===== config.mk =====
export PLATFORM = sky130hd
export DESIGN_NAME = fetch_cur_chroma_load
export DESIGN_NICKNAME = d
export VERILOG_FILES = /design/src/rtl/fetch_cur_chroma_load_pkg.sv /design/src/rtl/fetch_chroma_pack.sv /design/src/rtl/fetch_cur_chroma_load.sv
export SDC_FILE = /design/constraint.sdc
export NUM_CORES = 1
export LEC_CHECK = 0
export ABC_AREA = 1
export CAP_MARGIN = 0
export CORE_UTILIZATION = 25
export CTS_CLUSTER_DIAMETER = 40
export DETAILED_ROUTE_END_ITERATION = 6
export HOLD_SLACK_MARGIN = 0.12
export SLEW_MARGIN = 15
export SYNTH_ARGS = -nofsm -noshare
export SYNTH_HDL_FRONTEND = slang
export SYNTH_SLANG_ARGS = --single-unit

===== constraint.sdc =====
create_clock -name clk -period 4.2 [get_ports clk]
set_input_delay 1.05 -clock clk [delete_from_list [all_inputs] [get_ports clk]]
set_output_delay 1.05 -clock clk [all_outputs]
set_load 0.01 [all_outputs]

===== src/rtl/fetch_cur_chroma_load_pkg.sv =====
// Shared definitions for the current-LCU chroma loader: FSM encodings and geometry.
// Latency: n/a (definitions only).
// Backpressure: n/a.
package fetch_cur_chroma_load_pkg;

    // Loader FSM encodings.
    typedef enum logic [1:0] {
        ST_IDLE = 2'd0,
        ST_REQ  = 2'd1,
        ST_LOAD = 2'd2,
        ST_DONE = 2'd3
    } state_e;

    // U plane (32 rows) followed by V plane (32 rows).
    localparam int CHROMA_WORDS   = 64;
    // Four 8-pixel beats make one 32-pixel row word.
    localparam int BEATS_PER_WORD = 4;
    localparam int ROW_PIX        = 32;

    localparam logic [5:0] LAST_WORD = 6'(CHROMA_WORDS - 1);

endpackage


===== src/rtl/fetch_chroma_pack.sv =====
// Packs 8-pixel external beats into 32-pixel row words, first beat in the MSBs.
// Latency: completed word is presented one cycle after its fourth beat is accepted.
// Backpressure: none; every beat_vld_i is consumed. clr_i drops any partial word and a pending write.
// Ports: clk/rstn, clr_i (sync clear), beat_vld_i/beat_dat_i (beat in),
//        word_vld_o/word_dat_o (one-cycle word strobe; data holds between strobes).
module fetch_chroma_pack
    import fetch_cur_chroma_load_pkg::*;
#(
    parameter int PIXEL_WIDTH = 8,
    parameter int BEAT_PIX    = 8
) (
    input  logic                              clk,
    input  logic                              rstn,
    input  logic                              clr_i,
    input  logic                              beat_vld_i,
    input  logic [BEAT_PIX*PIXEL_WIDTH-1:0]   beat_dat_i,
    output logic                              word_vld_o,
    output logic [ROW_PIX*PIXEL_WIDTH-1:0]    word_dat_o
);

    localparam int BEAT_W = BEAT_PIX * PIXEL_WIDTH;
    localparam int ROW_W  = ROW_PIX * PIXEL_WIDTH;

    logic [ROW_W-1:0] pack_q, pack_d;
    logic [ROW_W-1:0] word_q, word_d;
    logic [ROW_W-1:0] filled;
    logic [1:0]       bcnt_q, bcnt_d;
    logic             word_vld_q, word_vld_d;

    // Beat k lands in slot k counted down from the MSB end, so pixel order
    // within the row is preserved regardless of gaps between beats.
    always_comb begin
        filled = pack_q;
        filled[(ROW_W - BEAT_W) - int'(bcnt_q) * BEAT_W +: BEAT_W] = beat_dat_i;
    end

    always_comb begin
        pack_d     = pack_q;
        bcnt_d     = bcnt_q;
        word_d     = word_q;
        word_vld_d = 1'b0;
        if (clr_i) begin
            pack_d = '0;
            bcnt_d = '0;
        end else if (beat_vld_i) begin
            pack_d = filled;
            bcnt_d = bcnt_q + 2'd1;
            if (bcnt_q == 2'(BEATS_PER_WORD - 1)) begin
                word_d     = filled;
                word_vld_d = 1'b1;
                pack_d     = '0;
            end
        end
    end

    always_ff @(posedge clk or negedge rstn) begin
        if (!rstn) begin
            pack_q     <= '0;
            bcnt_q     <= '0;
            word_q     <= '0;
            word_vld_q <= 1'b0;
        end else begin
            pack_q     <= pack_d;
            bcnt_q     <= bcnt_d;
            word_q     <= word_d;
            word_vld_q <= word_vld_d;
        end
    end

    assign word_vld_o = word_vld_q;
    assign word_dat_o = word_q;

endmodule


===== src/rtl/fetch_cur_chroma_load.sv =====
// Current-LCU chroma loader: requests one LCU's U+V chroma and writes 64 packed row words.
// Latency: each row word is written one cycle after its 4th beat; done one cycle after word 63.
// Backpressure: none while loading (ready held high); ready drops once the 256th beat is in.
// Ports: sysif_* (start pulse, LCU x/y), ext_req_* (level request until ack),
//        ext_data_* (beat stream), ext_load_* (word write stream, done pulse), busy_o, overrun_o.
// Optional: FETCH_CUR_CHROMA_LOAD_PERF_EN adds load_cycles_o (REQ+LOAD cycle count, saturating).
module fetch_cur_chroma_load
    import fetch_cur_chroma_load_pkg::*;
#(
    parameter int PIXEL_WIDTH = 8,
    parameter int BEAT_PIX    = 8
) (
    input  logic                              clk,
    input  logic                              rstn,
    input  logic                              sysif_start_i,
    input  logic [7:0]                        sysif_lcu_x_i,
    input  logic [7:0]                        sysif_lcu_y_i,
    output logic                              ext_req_o,
    output logic [7:0]                        ext_req_x_o,
    output logic [7:0]                        ext_req_y_o,
    input  logic                              ext_req_ack_i,
    input  logic                              ext_data_valid_i,
    input  logic [BEAT_PIX*PIXEL_WIDTH-1:0]   ext_data_i,
    output logic                              ext_data_ready_o,
    output logic                              ext_load_valid_o,
    output logic [5:0]                        ext_load_addr_o,
    output logic [ROW_PIX*PIXEL_WIDTH-1:0]    ext_load_data_o,
    output logic                              ext_load_done_o,
`ifdef FETCH_CUR_CHROMA_LOAD_PERF_EN
    output logic [15:0]                       load_cycles_o,
`endif
    output logic                              busy_o,
    output logic                              overrun_o
);

    state_e     state_q, state_d;
    logic [5:0] wcnt_q, wcnt_d;
    logic [7:0] req_x_q, req_x_d;
    logic [7:0] req_y_q, req_y_d;
    logic       overrun_q, overrun_d;

    logic       beat_acc;
    logic       word_vld;
    logic       last_wr;

    // A start in any non-idle state restarts the load from scratch, so the
    // packer is cleared on every start.
    fetch_chroma_pack #(
        .PIXEL_WIDTH (PIXEL_WIDTH),
        .BEAT_PIX    (BEAT_PIX)
    ) u_pack (
        .clk        (clk),
        .rstn       (rstn),
        .clr_i      (sysif_start_i),
        .beat_vld_i (beat_acc),
        .beat_dat_i (ext_data_i),
        .word_vld_o (word_vld),
        .word_dat_o (ext_load_data_o)
    );

    assign beat_acc = ext_data_valid_i && ext_data_ready_o;
    // Word 63 is on the write port this cycle; all 256 beats are already in.
    assign last_wr  = word_vld && (wcnt_q == LAST_WORD);

    // State register.
    always_ff @(posedge clk or negedge rstn) begin
        if (!rstn) begin
            state_q <= ST_IDLE;
        end else begin
            state_q <= state_d;
        end
    end

    // Next-state logic.
    always_comb begin
        state_d = state_q;
        if (sysif_start_i) begin
            state_d = ST_REQ;
        end else begin
            case (state_q)
                ST_IDLE: state_d = ST_IDLE;
                ST_REQ:  if (ext_req_ack_i) state_d = ST_LOAD;
                ST_LOAD: if (last_wr) state_d = ST_DONE;
                ST_DONE: state_d = ST_IDLE;
                default: state_d = ST_IDLE;
            endcase
        end
    end

    // FSM outputs.
    always_comb begin
        ext_req_o        = (state_q == ST_REQ);
        ext_data_ready_o = (state_q == ST_LOAD) && !last_wr;
        ext_load_done_o  = (state_q == ST_DONE);
        busy_o           = (state_q == ST_REQ) || (state_q == ST_LOAD);
    end

    // Word counter, request coordinates, sticky overrun.
    always_comb begin
        wcnt_d    = wcnt_q;
        req_x_d   = req_x_q;
        req_y_d   = req_y_q;
        overrun_d = overrun_q;
        if (sysif_start_i) begin
            wcnt_d  = '0;
            req_x_d = sysif_lcu_x_i;
            req_y_d = sysif_lcu_y_i;
            if (state_q != ST_IDLE) begin
                overrun_d = 1'b1;
            end
        end else if (word_vld) begin
            wcnt_d = wcnt_q + 6'd1;
        end
    end

    always_ff @(posedge clk or negedge rstn) begin
        if (!rstn) begin
            wcnt_q    <= '0;
            req_x_q   <= '0;
            req_y_q   <= '0;
            overrun_q <= 1'b0;
        end else begin
            wcnt_q    <= wcnt_d;
            req_x_q   <= req_x_d;
            req_y_q   <= req_y_d;
            overrun_q <= overrun_d;
        end
    end

    assign ext_req_x_o      = req_x_q;
    assign ext_req_y_o      = req_y_q;
    assign ext_load_valid_o = word_vld;
    assign ext_load_addr_o  = wcnt_q;
    assign overrun_o        = overrun_q;

`ifdef FETCH_CUR_CHROMA_LOAD_PERF_EN
    logic [15:0] cyc_q, cyc_d;

    // Cleared as REQ is entered, counts each REQ/LOAD cycle, and holds
    // through DONE/IDLE so the last load's figure stays readable.
    always_comb begin
        cyc_d = cyc_q;
        if (sysif_start_i) begin
            cyc_d = '0;
        end else if (busy_o && (cyc_q != 16'hFFFF)) begin
            cyc_d = cyc_q + 16'd1;
        end
    end

    always_ff @(posedge clk or negedge rstn) begin
        if (!rstn) begin
            cyc_q <= '0;
        end else begin
            cyc_q <= cyc_d;
        end
    end

    assign load_cycles_o = cyc_q;
`endif

endmodule


==> flow_metrics.tcl <==
set metrics [dict create \
    layout_setup_ws_ps 933 \
    dr.pass1.iters 5 \
    holdPathStages 2 \
    start_util_pct 25.4 \
    ys_seq_area_share_pct 54.9 \
    clock-sinks 540 \
    grt.busiest_layer "met2" \
    wl_per_cell_um 18.3 \
    hold_slack_ps 465 \
    avgViaCountPerCell 4.75 \
    ys.flop_type "dfrtp_1" \
    place_hpwl_um 54200 \
    clockBufferDepth 3 \
    use_met2_pct 26.9 \
    ys_types 24 \
    finalSetupViolCount 0 \
    grtUsageMet3_pct 2.68 \
    fin_area_um2 32900 \
    reg2reg_slack_ps 1120 \
    drc 0 \
    routed_wirelength_um 86800 \
    path_class "flop to primary output" \
    r2r-end "u_pack.word_dat_o[213]" \
    clock_skew_ps 27.9 \
    syn_area_per_cell_um2 7.96 \
    timing.max_cap.violations 0 \
    netlist_area_um2 24600 \
    io_pins 369 \
    cts-root-buf "clkbuf_16" \
    grt_max_degree 135 \
    synth_warnings 0 \
    cp_top_family "buffers and inverters" \
    syn_inst 3094 \
    max-vdd-ir-drop_mv 0.272 \
    routed-via-count 22500 \
    cp.arrival_ps 2220 \
    start_kind "flop" \
    powerDensity_nw_per_um2 444 \
    nNetsFinal 3481 \
    globalRouteOverflowTotal 0 \
    syn_nets 3189 \
    gp_congestion 0.789 \
    required_ps 3150 \
    end_kind "primary output" \
    ys_ff_latch 540 \
    numCtsBuffers 95 \
    min_to "u_pack.word_dat_o[42]" \
    io_buffers 368 \
    reg2regPathDepth 8 \
    clock_latency_ps 650 \
    dieWidth_um 316 \
    drive_gt1_share_pct 7.27 \
    num-fill-cells 10000 \
    ctsResizeCount 0 \
    antenna_found_initial 5 \
    status "complete, no violations" \
    min_path_type "flop to flop" \
    synth-edff-count 0 \
    worst_pin_slew_ps 1030 \
    coreArea_um2 97100 \
    post-route-period-util_pct 77.8 \
    syn_to_final_growth_pct 33.7 \
    period_needed_ps 3270 \
    use_met1_pct 23.4 \
    critPathMaxStageDelay_ps 600 \
    crit_fanout 4 \
    synth-xor-area-share_pct 0 \
    htreeDepth 3 \
    cts_tree "built" \
    path_common_cell "inv_1" \
    die_h_um 316 \
    rows 114 \
    synth-adder-area-share_pct 0.508 \
    synth_top_family_by_area "simple AND/OR/NAND/NOR gates" \
    cp.buffers_inverters 3 \
    path_cells "inv_1 -> ha_1 -> inv_1 -> nor2_1 -> clkdlybuf4s50_1" \
    grt_pass1_wl_um 133000 \
    track_usage_pct 17.1 \
    drtAntennaViolNets 0 \
    pre_cts_slack_ps 983 \
    hold_viol 0 \
    critical_path.slowest_cell "clkdlybuf4s50_1" \
    synth_mux_area_share_pct 0 \
    drt_iter0_drc 2036 \
    rsz0062_at_grt "no" \
    clkTransAtPathRegs_ps 50 \
    cts_setup_buffers 0 \
    min_from "u_pack.word_dat_o[42]" \
    ctsHoldBuffers 0 \
    synth_compound_area_share_pct 4.48 \
    maxSlewHeadroom_pct 31.3 \
    async_flop_share_pct 100 \
    synth-simple-area-share_pct 33.2 \
    placed_cell_area_um2 29600 \
    p_leak_nw 16.8 \
    fin_setup_tns_ps 0 \
    slew_violations 0 \
    timing.fmax_ghz 0.306 \
    grt_pass1_vias 22000 \
    dieArea_um2 99800 \
    rr_startpoint "u_pack.bcnt_q[0]" \
]
## layout make-up
cell class | instances | area [um2] | area share, %
Multi-Input combinational cell | 2165 | 9470 | 28.7
Sequential cell | 540 | 13500 | 41.0
Tap cell | 1276 | 1600 | 4.85
Inverter | 149 | 574 | 1.74
Timing Repair Buffer | 435 | 4470 | 13.6
Clock inverter | 48 | 531 | 1.61
Antenna cell | 4 | 10.0 | 0.0304
Clock buffer | 127 | 2770 | 8.42
## report_power, final
group | total, W | switching (W) | internal, W
registers | 0.00534 | 0.0000526 | 0.00529
logic | 0.00141 | 0.00103 | 0.000378
clock network | 0.00788 | 0.00283 | 0.00505
## synthesized netlist by cell type (10+ instances only)
master / number / area, um2
nand2_1: 1224 / 4590
ha_1: 10 / 125
a21oi_1: 68 / 340
nand3_1: 645 / 3230
o21ai_0: 71 / 355
inv_1: 141 / 529
buf_4: 38 / 285
nor2_1: 73 / 274
buf_1: 24 / 90.1
buf_2: 81 / 405
clkbuf_1: 96 / 360
o22ai_1: 64 / 400
dfrtp_1: 540 / 13500
## layout by cell type, fill, tap and decap left out, drive strengths merged
| cell type | count |
|---|---|
| diode | 4 |
| inv | 163 |
| o22ai | 64 |
| o21bai | 1 |
| buf | 68 |
| dfrtp | 540 |
| a21oi | 68 |
| ha | 10 |
| nor3 | 2 |
| nand4 | 1 |
| nand3 | 646 |
| clkbuf | 127 |
| nor2 | 76 |
| nand2 | 1226 |
| clkinvlp | 12 |
| clkdlybuf4s50 | 367 |
| o21ai | 71 |
| clkinv | 16 |
| bufinv | 6 |
## per-stage QoR
step                power, W  std cells  utilization, %
floorplan            0.00613       3094               -
global placement     0.00684       4565            30.5
detailed placement   0.00684       4565            30.5
CTS                   0.0148       4740            33.9
global route          0.0151       4744            33.9
finish                0.0146       4744            33.9
## worst max path at each step
stage,cells after the start,from,end,slack [ps]
global route,5,state_q[0],ext_data_ready_o,770
finish,5,state_q[0],ext_data_ready_o,930
floorplan,10,u_pack.bcnt_q[0],u_pack.word_dat_o[13],2050
global placement,7,sysif_start_i,u_pack.pack_q[207],1030
CTS,5,state_q[0],ext_data_ready_o,860
detailed placement,7,sysif_start_i,u_pack.pack_q[80],980
## logic make-up after synthesis
group / after synthesis
AOI/OAI and AO/OA: 204
adders and majority gates: 10
buffers and inverters: 389
DFF: 540
and+or+nand+nor: 1951
## sequential cells by signal, summed over array words and instances, names as in the netlist
register           flops
ext_load_addr_o        6
ext_req_x_o            8
ext_req_y_o            8
overrun_o              1
state_q                2
u_pack.bcnt_q          2
u_pack.pack_q        256
u_pack.word_dat_o    256
u_pack.word_vld_o      1
## tightest hold or removal path: stages (launching register included)
cell,delay (ps)
dfrtp_1,330
nand2_1,50
nand2_1,50
## metal layers
layer,vias to the layer above,part of all wire (%),wire length (um)
li1,10600,-,-
met3,149,6.0,5170
met1,11000,44,38400
met2,795,47,40500
met4,0,3.1,2730
met5,-,0,0
No activity file was read; power rests on OpenSTA's default activity.
